==> config.mk <==
export PLATFORM = sky130hd
export DESIGN_NAME = dac_slew_ctrl
export DESIGN_NICKNAME = d
export VERILOG_FILES = /design/src/rtl/dac_slew_ctrl.sv
export SDC_FILE = /design/constraint.sdc
export NUM_CORES = 1
export LEC_CHECK = 0
export CORE_MARGIN = 2
export CORE_UTILIZATION = 55
export CTS_CLUSTER_DIAMETER = 100
export DETAILED_ROUTE_END_ITERATION = 10
export GPL_ROUTABILITY_DRIVEN = 0
export PLACE_DENSITY = 0.82
export SYNTH_ARGS = -nofsm -noshare
export SYNTH_HDL_FRONTEND = slang
export SYNTH_SLANG_ARGS = --single-unit
==> constraint.sdc <==
create_clock -name clk -period 11.2 [get_ports clk]
set_input_delay 2.24 -clock clk [delete_from_list [all_inputs] [get_ports clk]]
set_output_delay 2.24 -clock clk [all_outputs]
set_load 0.05 [all_outputs]
==> src/rtl/dac_slew_ctrl.sv <==
// Slew-limited DAC code sequencer: steps the issued code toward a target on each update tick
// and hands one 24-bit word per update to a downstream SPI DAC driver, waiting out its busy flag.
module dac_slew_ctrl #(
    parameter logic [15:0] INIT_VALUE = 16'h8000
) (
    input  logic        clk,
    input  logic        rst,
    input  logic        i_set_valid,
    input  logic [15:0] i_set_value,
    input  logic [15:0] i_step,
    input  logic [1:0]  i_pd_mode,
    input  logic        i_tick,
    input  logic        i_dac_busy,
    input  logic        i_clr_miss,
    output logic        o_wr,
    output logic [23:0] o_wr_data,
    output logic [15:0] o_cur_value,
    output logic        o_settled,
    output logic        o_tick_miss
);

    typedef enum logic [1:0] {
        IDLE  = 2'd0,
        WRITE = 2'd1,
        WAIT  = 2'd2
    } state_t;

    state_t      state;
    state_t      state_nxt;
    logic [15:0] tgt;
    logic [15:0] cur;
    logic [15:0] next_code;
    logic [16:0] diff;
    logic [1:0]  pd_last;
    logic        force_upd;
    logic        wait_first;
    logic        need_upd;
    logic        start;

    // Distance is computed without wrap, so a step can never overshoot past 0 or 65535.
    always_comb begin
        diff = (tgt > cur) ? ({1'b0, tgt} - {1'b0, cur}) : ({1'b0, cur} - {1'b0, tgt});
        if (i_step == 16'd0 || diff <= {1'b0, i_step})
            next_code = tgt;
        else if (tgt > cur)
            next_code = cur + i_step;
        else
            next_code = cur - i_step;
    end

    assign need_upd = (cur != tgt) || (i_pd_mode != pd_last) || force_upd;

    always_ff @(posedge clk) begin
        if (rst)
            state <= IDLE;
        else
            state <= state_nxt;
    end

    always_comb begin
        state_nxt = state;
        start     = 1'b0;
        o_wr      = 1'b0;
        case (state)
            IDLE: begin
                if (i_tick && need_upd) begin
                    start     = 1'b1;
                    state_nxt = WRITE;
                end
            end
            WRITE: begin
                o_wr      = 1'b1;
                state_nxt = WAIT;
            end
            WAIT: begin
                // The driver's busy flag lags by a cycle, so the first WAIT cycle cannot trust it.
                if (!wait_first && !i_dac_busy)
                    state_nxt = IDLE;
            end
            default: state_nxt = IDLE;
        endcase
    end

    always_ff @(posedge clk) begin
        if (rst) begin
            tgt         <= INIT_VALUE;
            cur         <= INIT_VALUE;
            pd_last     <= 2'b00;
            force_upd   <= 1'b1;
            o_wr_data   <= 24'd0;
            o_tick_miss <= 1'b0;
            wait_first  <= 1'b0;
        end else begin
            if (i_set_valid)
                tgt <= i_set_value;
            if (start) begin
                cur       <= next_code;
                pd_last   <= i_pd_mode;
                force_upd <= 1'b0;
                o_wr_data <= {6'b0, i_pd_mode, next_code};
            end
            wait_first <= (state == WRITE);
            if (i_tick && state != IDLE)
                o_tick_miss <= 1'b1;
            else if (i_clr_miss)
                o_tick_miss <= 1'b0;
        end
    end

    assign o_cur_value = cur;
    assign o_settled   = (state == IDLE) && (cur == tgt) && !force_upd && (i_pd_mode == pd_last);

endmodule

==> flow_summary.json, run 1 <==
{
  "max_freq_ghz": 0.1566,
  "antenna_found_initial": 0,
  "die-area_mm2": 0.009820,
  "final_cell_mix": "clkdlybuf4s50_1 (76), ha_1 (64), inv_1 (63)",
  "num_vias": 4940,
  "die_w_um": 99.10,
  "via_per_inst": 6.237,
  "crit_chain": "clkdlybuf4s50_1, xor2_1, nor3_1, nand3_1, nor3_1, clkdlybuf4s50_1",
  "required_ps": 8960,
  "yosysSeqAreaShare": 0.1610,
  "ctsResizeCount": 0,
  "clk-insertion-delay-late_ps": 300,
  "slew_headroom": 0.3328,
  "cp.arrival_ps": 4140,
  "critical_path.max_fanout": 3,
  "drt-total-wl_mm": 13.85,
  "yosysWarningCount": 0,
  "drv_cap": 0,
  "crit_path_top_delay_cell": "clkdlybuf4s50_1",
  "grt_pass1_wl_mm": 22.17,
  "reg2reg_to": "o_cur_value[12]",
  "endpoint_kind": "primary output",
  "grt_pass1_vias": 4663,
  "fp-row-count": 34,
  "pin_count": 83,
  "hold_class": "flop to flop",
  "syn_inst": 643,
  "synth_edf_count": 0,
  "crit_path_start": "i_pd_mode[1]",
  "path_class": "input port to primary output",
  "hold_violations": 0,
  "drt.antenna.violating_nets": 0,
  "worst_slew_pin_slew_ps": 1001,
  "track_usage": 0.2764,
  "cts.path.max_buffers": 2,
  "holdPathStages": 2,
  "drive_gt1_frac": 0.05263,
  "finalInstanceArea_mm2": 0.005733,
  "htreeDepth": 2,
  "area_growth_pct": 15.27,
  "ctsRootBufferMaster": "clkbuf_8",
  "r2r_start": "o_cur_value[9]",
  "p_total_mw": 1.823,
  "outcome": "finished, final reports clean",
  "endpoint": "o_settled",
  "numClockSinks": 40,
  "syn_avg_cell_area_um2": 7.735,
  "cellPowerDensity_mw_per_mm2": 318.0,
  "grt-ovfl-total": 0,
  "synth_flop_cell": "dfxtp_1",
  "fp.coreArea_mm2": 0.008763,
  "leakagePower_nw": 2.532,
  "tns_ps": 0,
  "cts-buffers-inserted": 5,
  "period_minus_slack_ps": 6385,
  "rsz0062_at_grt": "false",
  "synth-async-reset-ratio": 0,
  "drt_first_pass_iters": 7,
  "reg2reg_depth": 20,
  "drv_slew": 0,
  "wl_per_cell_um": 17.48,
  "mostFrequentLayoutCell": "clkdlybuf4s50_1",
  "worst_setup_path_start_kind": "input port",
  "period_share": 0.5701,
  "r2r_setup_slack_ps": 5130,
  "fill_cells": 747,
  "syn_area_mm2": 0.004974,
  "final.setup_skew_ps": 8.382,
  "post-cts-setup-buffer-count": 0,
  "hpwl_mm": 10.68,
  "setup_viol": 0,
  "io_buffers": 76,
  "fp.dieH_um": 99.10,
  "synth.distinct_cells": 68,
  "grt_max_degree": 43,
  "cts_tree": "built",
  "fin_nets": 790,
  "place_area_mm2": 0.005607,
  "ctsHoldBuffers": 0,
  "critPathMaxStageDelay_ps": 830,
  "synth-seq-cells": 40,
  "clk_pin_slew_ps": 80,
  "post-route-util": 0.6542,
  "antennaDiodeCount": 0,
  "route.detailed.drc": 0,
  "peakVddDrop_mv": 0.1490,
  "drt-initial-drc-count": 242,
  "start_util": 0.5675
}
==> per-layer routing <==
metal | part of all wire | track usage | vias up
met3 | 0.10 | 0.05130 | 37
met2 | 0.45 | 0.4418 | 254
met5 | 0 | 0 | -
met1 | 0.42 | 0.3697 | 2289
met4 | 0.029 | 0.1085 | 0
li1 | - | - | 2360
==> worst min path at each step <==
stage          startpoint  slack [ps]   endpoint
4_1_cts         force_upd         460  force_upd
3_3_place_gp    force_upd         440  force_upd
3_5_place_dp    force_upd         440  force_upd
2_1_floorplan   force_upd         420  force_upd
6_report        force_upd         450  force_upd
5_1_grt         force_upd         480  force_upd
==> critical path, delay by kind of cell <==
kind / cells / cell delay [ps]
buffers and inverters: 2 / 1260
and+or+nand+nor: 3 / 490
xor gates and xnor gates: 1 / 150
==> power breakdown <==
group	total [mW]	internal, mW	leakage (nW)	switching [mW]
combinational	1.49	0.577	2.14	0.913
sequential	0.201	0.166	0.330	0.0348
clock	0.132	0.0787	0.0645	0.0534
total	1.82	0.821	2.53	1.00
==> area by class of cell <==
| type | instances | area (um2) | area share |
|---|---|---|---|
| Multi-Input combinational cell | 495 | 3659 | 0.6381 |
| Sequential cell | 40 | 800.8 | 0.1397 |
| Timing Repair Buffer | 78 | 775.7 | 0.1353 |
| Inverter | 63 | 236.5 | 0.04125 |
| Tap cell | 108 | 135.1 | 0.02357 |
| Clock buffer | 7 | 96.34 | 0.01680 |
| Clock inverter | 1 | 30.03 | 0.005238 |
==> registers in the layout, summed over array words and instances, names as in the netlist <==
| register | count |
|---|---|
| force_upd | 1 |
| pd_last | 2 |
| o_cur_value | 16 |
| wait_first | 1 |
| tgt | 16 |
| state | 2 |
| o_wr_data | 1 |
| o_tick_miss | 1 |
==> cell families (layout without fill, tap and decap cells) <==
group           after synthesis  in the layout  share of synthesized area
xor+xnor                     37             37                    0.06516
mux                          27             27                    0.05987
simple gates                170            170                     0.1665
flops                        40             40                     0.1610
compound gates              188            188                     0.2664
buf+inv                     113            149                     0.1072
fa+ha+maj                    67             67                     0.1731
other cells                   1              6                  0.0007540
==> through the flow <==
| step | hold slack (ps) | cells | worst slack (ps) |
|---|---|---|---|
| detailed placement | 438.4 | 784 | 4815 |
| global route | 480.3 | 792 | 4647 |
| CTS | 455.1 | 792 | 4797 |
| floorplan | 423.2 | 648 | 5231 |
| global placement | 442.6 | 784 | 4831 |
| finish | 454.2 | 792 | 4815 |
==> Yosys cell counts (3+ instances only) <==
| master | count | area (um2) |
|---|---|---|
| xnor2_1 | 30 | 262.8 |
| o22ai_1 | 3 | 18.77 |
| and3_1 | 6 | 37.54 |
| a31oi_1 | 7 | 43.79 |
| a21o_1 | 21 | 157.7 |
| o21ai_1 | 7 | 35.03 |
| o21bai_1 | 9 | 67.56 |
| ha_1 | 64 | 800.8 |
| buf_4 | 21 | 157.7 |
| a211oi_1 | 5 | 37.54 |
| nor2b_1 | 7 | 43.79 |
| mux2_2 | 3 | 33.78 |
| a211o_1 | 5 | 43.79 |
| and2_1 | 4 | 25.02 |
| o31ai_1 | 7 | 52.55 |
| o21a_1 | 11 | 82.58 |
| nor2_1 | 48 | 180.2 |
| o211ai_1 | 5 | 37.54 |
| or3_1 | 4 | 25.02 |
| clkbuf_1 | 13 | 48.80 |
| mux2i_1 | 20 | 200.2 |
| a311oi_1 | 6 | 52.55 |
| inv_1 | 63 | 236.5 |
| a311o_1 | 3 | 30.03 |
| nor3_1 | 24 | 120.1 |
| o311ai_1 | 7 | 61.31 |
| o211ai_2 | 6 | 75.07 |
| nand4_1 | 6 | 37.54 |
| a21oi_1 | 41 | 205.2 |
| a41oi_1 | 5 | 43.79 |
| fa_1 | 3 | 60.06 |
| buf_2 | 12 | 60.06 |
| nand2_1 | 33 | 123.9 |
| o21ai_0 | 22 | 110.1 |
| dfxtp_1 | 40 | 800.8 |
| nand2b_1 | 4 | 25.02 |
| xor2_1 | 7 | 61.31 |
| nand3_1 | 22 | 110.1 |
Power figures use the tool's default switching activity.
==> inputs of run 2 (changes only) <==
--- a/config.mk
+++ b/config.mk
@@ -6,11 +6,11 @@
 export NUM_CORES = 1
 export LEC_CHECK = 0
 export CORE_MARGIN = 2
-export CORE_UTILIZATION = 55
+export CORE_UTILIZATION = 50
 export CTS_CLUSTER_DIAMETER = 100
 export DETAILED_ROUTE_END_ITERATION = 10
 export GPL_ROUTABILITY_DRIVEN = 0
-export PLACE_DENSITY = 0.82
+export PLACE_DENSITY = 0.79
 export SYNTH_ARGS = -nofsm -noshare
 export SYNTH_HDL_FRONTEND = slang
 export SYNTH_SLANG_ARGS = --single-unit
==> constraint.sdc (replaced) <==
create_clock -name clk -period 5.6 [get_ports clk]
set_input_delay 1.12 -clock clk [delete_from_list [all_inputs] [get_ports clk]]
set_output_delay 1.12 -clock clk [all_outputs]
set_load 0.05 [all_outputs]
==> flow_summary.json, run 2 (synthesized netlist as in run 1, its figures left out) <==
{
  "outcome": "finished, final reports clean",
  "clk_pin_slew_ps": 80,
  "peakVddDrop_mv": 0.3263,
  "wl_per_cell_um": 17.73,
  "start_util": 0.5112,
  "final.setup_skew_ps": 6.925,
  "cellPowerDensity_mw_per_mm2": 645.2,
  "setup_viol": 0,
  "num_vias": 5040,
  "drive_gt1_frac": 0.06946,
  "drv_cap": 0,
  "cts.path.max_buffers": 2,
  "crit_path_top_delay_cell": "ha_1",
  "mostFrequentLayoutCell": "clkdlybuf4s50_1",
  "pin_count": 83,
  "intPower_mw": 1.659,
  "crit_chain": "inv_1, ha_1, nand4_1, nor4_2, a21oi_1, nand2_1, o21a_1, nor2_1, xnor2_1, ha_1, o21a_1, o31a_1, nor4_1, o31ai_1, a221oi_1, o21ai_0, xnor2_1, o31ai_1",
  "track_usage": 0.2621,
  "clk-insertion-delay-late_ps": 290,
  "cp.arrival_ps": 5620,
  "antennaDiodeCount": 0,
  "required_ps": 5800,
  "sw_frac_of_total": 0.5571,
  "pwr-share-comb": 0.840,
  "critical_path.max_fanout": 12,
  "grt-ovfl-total": 0,
  "cts-buffers-inserted": 5,
  "fp.coreArea_mm2": 0.009729,
  "drt-total-wl_mm": 14.61,
  "grt_max_degree": 43,
  "via_per_inst": 6.117,
  "r2r_start": "o_cur_value[11]",
  "grt_pass1_vias": 4844,
  "grt_use_met3": 0.04531,
  "final_cell_mix": "clkdlybuf4s50_1 (76), inv_1 (63), ha_1 (62)",
  "io_buffers": 76,
  "hold_class": "flop to flop",
  "path_class": "flop to flop",
  "period_minus_slack_ps": 5421,
  "slew_headroom": 0.3355,
  "grtUsageMet2": 0.4272,
  "grt_pass1_wl_mm": 23.44,
  "cts_tree": "built",
  "die_w_um": 103.7,
  "p_switching_mw": 2.086,
  "grt_util_met1": 0.3505,
  "hpwl_mm": 11.61,
  "worst_setup_path_start_kind": "flop",
  "ctsHoldBuffers": 0,
  "die-area_mm2": 0.01076,
  "place_area_mm2": 0.005675,
  "area_growth_pct": 16.70,
  "p_clk_frac": 0.053,
  "power_frac_seq": 0.107,
  "numClockSinks": 40,
  "leakagePower_nw": 2.546,
  "htreeDepth": 2,
  "ctsRootBufferMaster": "clkbuf_8",
  "drv_slew": 0,
  "timing.hold.ws_ps": 446.1,
  "finalInstanceArea_mm2": 0.005804,
  "period_share": 0.9680,
  "critPathMaxStageDelay_ps": 490,
  "worst_slew_pin_slew_ps": 996.7,
  "drt_first_pass_iters": 5,
  "drt.antenna.violating_nets": 0,
  "fp.dieH_um": 103.7,
  "endpoint_kind": "flop",
  "drt-initial-drc-count": 365,
  "crit_path_start": "o_cur_value[11]",
  "antenna_found_initial": 0,
  "busiest_layer": "met2",
  "hp-start": "force_upd",
  "fp-row-count": 36,
  "max_freq_ghz": 0.1845,
  "route.detailed.drc": 0,
  "hold_violations": 0,
  "fin_nets": 797
}
## run 2: cell types whose count changed in the layout (fill, tap and decap cells not counted), moves of 2 or more
cell,change
buf_4,+7
ha_1,-2
ha_2,+2
clkbuf_1,+2
## run 2: per-layer routing
metal | wire length [um] | part of all wire
met5 | 0 | 0
met3 | 1404 | 0.096
met2 | 6720 | 0.46
met4 | 366 | 0.025
met1 | 6114 | 0.42
## run 2: worst paths after layout
kind	end	slack, ps	cells past startpoint
worst max-delay path	o_wr_data[15]	180	18
worst min register to register	force_upd	450	2
worst min-delay path	force_upd	450	2
worst max register to register	o_wr_data[15]	180	18
## run 2: cell type report
cell class | count | area (um2)
clock buffers | 8 | 90.09
multi-input cells | 495 | 3681
fillers | 881 | 3925
repair buffers | 85 | 828.3
inverters | 63 | 236.5
flip-flops and latches | 40 | 802.0
well taps | 133 | 166.4
## run 2: critical path, delay by kind of cell (launching register included)
family	cells	cell delay (ps)
AO/OA/AOI/OAI	8	2100
AND/OR/NAND/NOR	5	1360
adder cells (fa/ha/maj)	2	840
XOR/XNOR	2	500
flip-flops	1	430
buffers and inverters	1	90
## run 2: power groups by stage
stage	registers [mW]	clock network [mW]	logic [mW]
floorplan	0.509	0	2.23
global placement	0.403	0	2.90
detailed placement	0.407	0	3.01
CTS	0.401	0.199	3.03
global route	0.408	0.208	3.39
finish	0.402	0.197	3.15
## run 2: per-stage QoR
step	power, mW	setup WS [ps]	std cells	TNS [ps]	utilization
2_1_floorplan	2.734	686.2	648	0	-
4_1_cts	3.627	117.1	822	0	0.5926
6_report	3.745	179.5	824	0	0.5966
5_1_grt	4.003	-19.43	824	-19.43	0.5966
3_3_place_gp	3.303	335.1	814	0	0.5833
3_5_place_dp	3.417	173.0	814	0	0.5833
## run 2: repair_timing
action	CTS	global route
endpoints found under the hold margin	0	0
gates resized for setup	0	8
setup endpoints to repair	0	17
buffers inserted	0	2
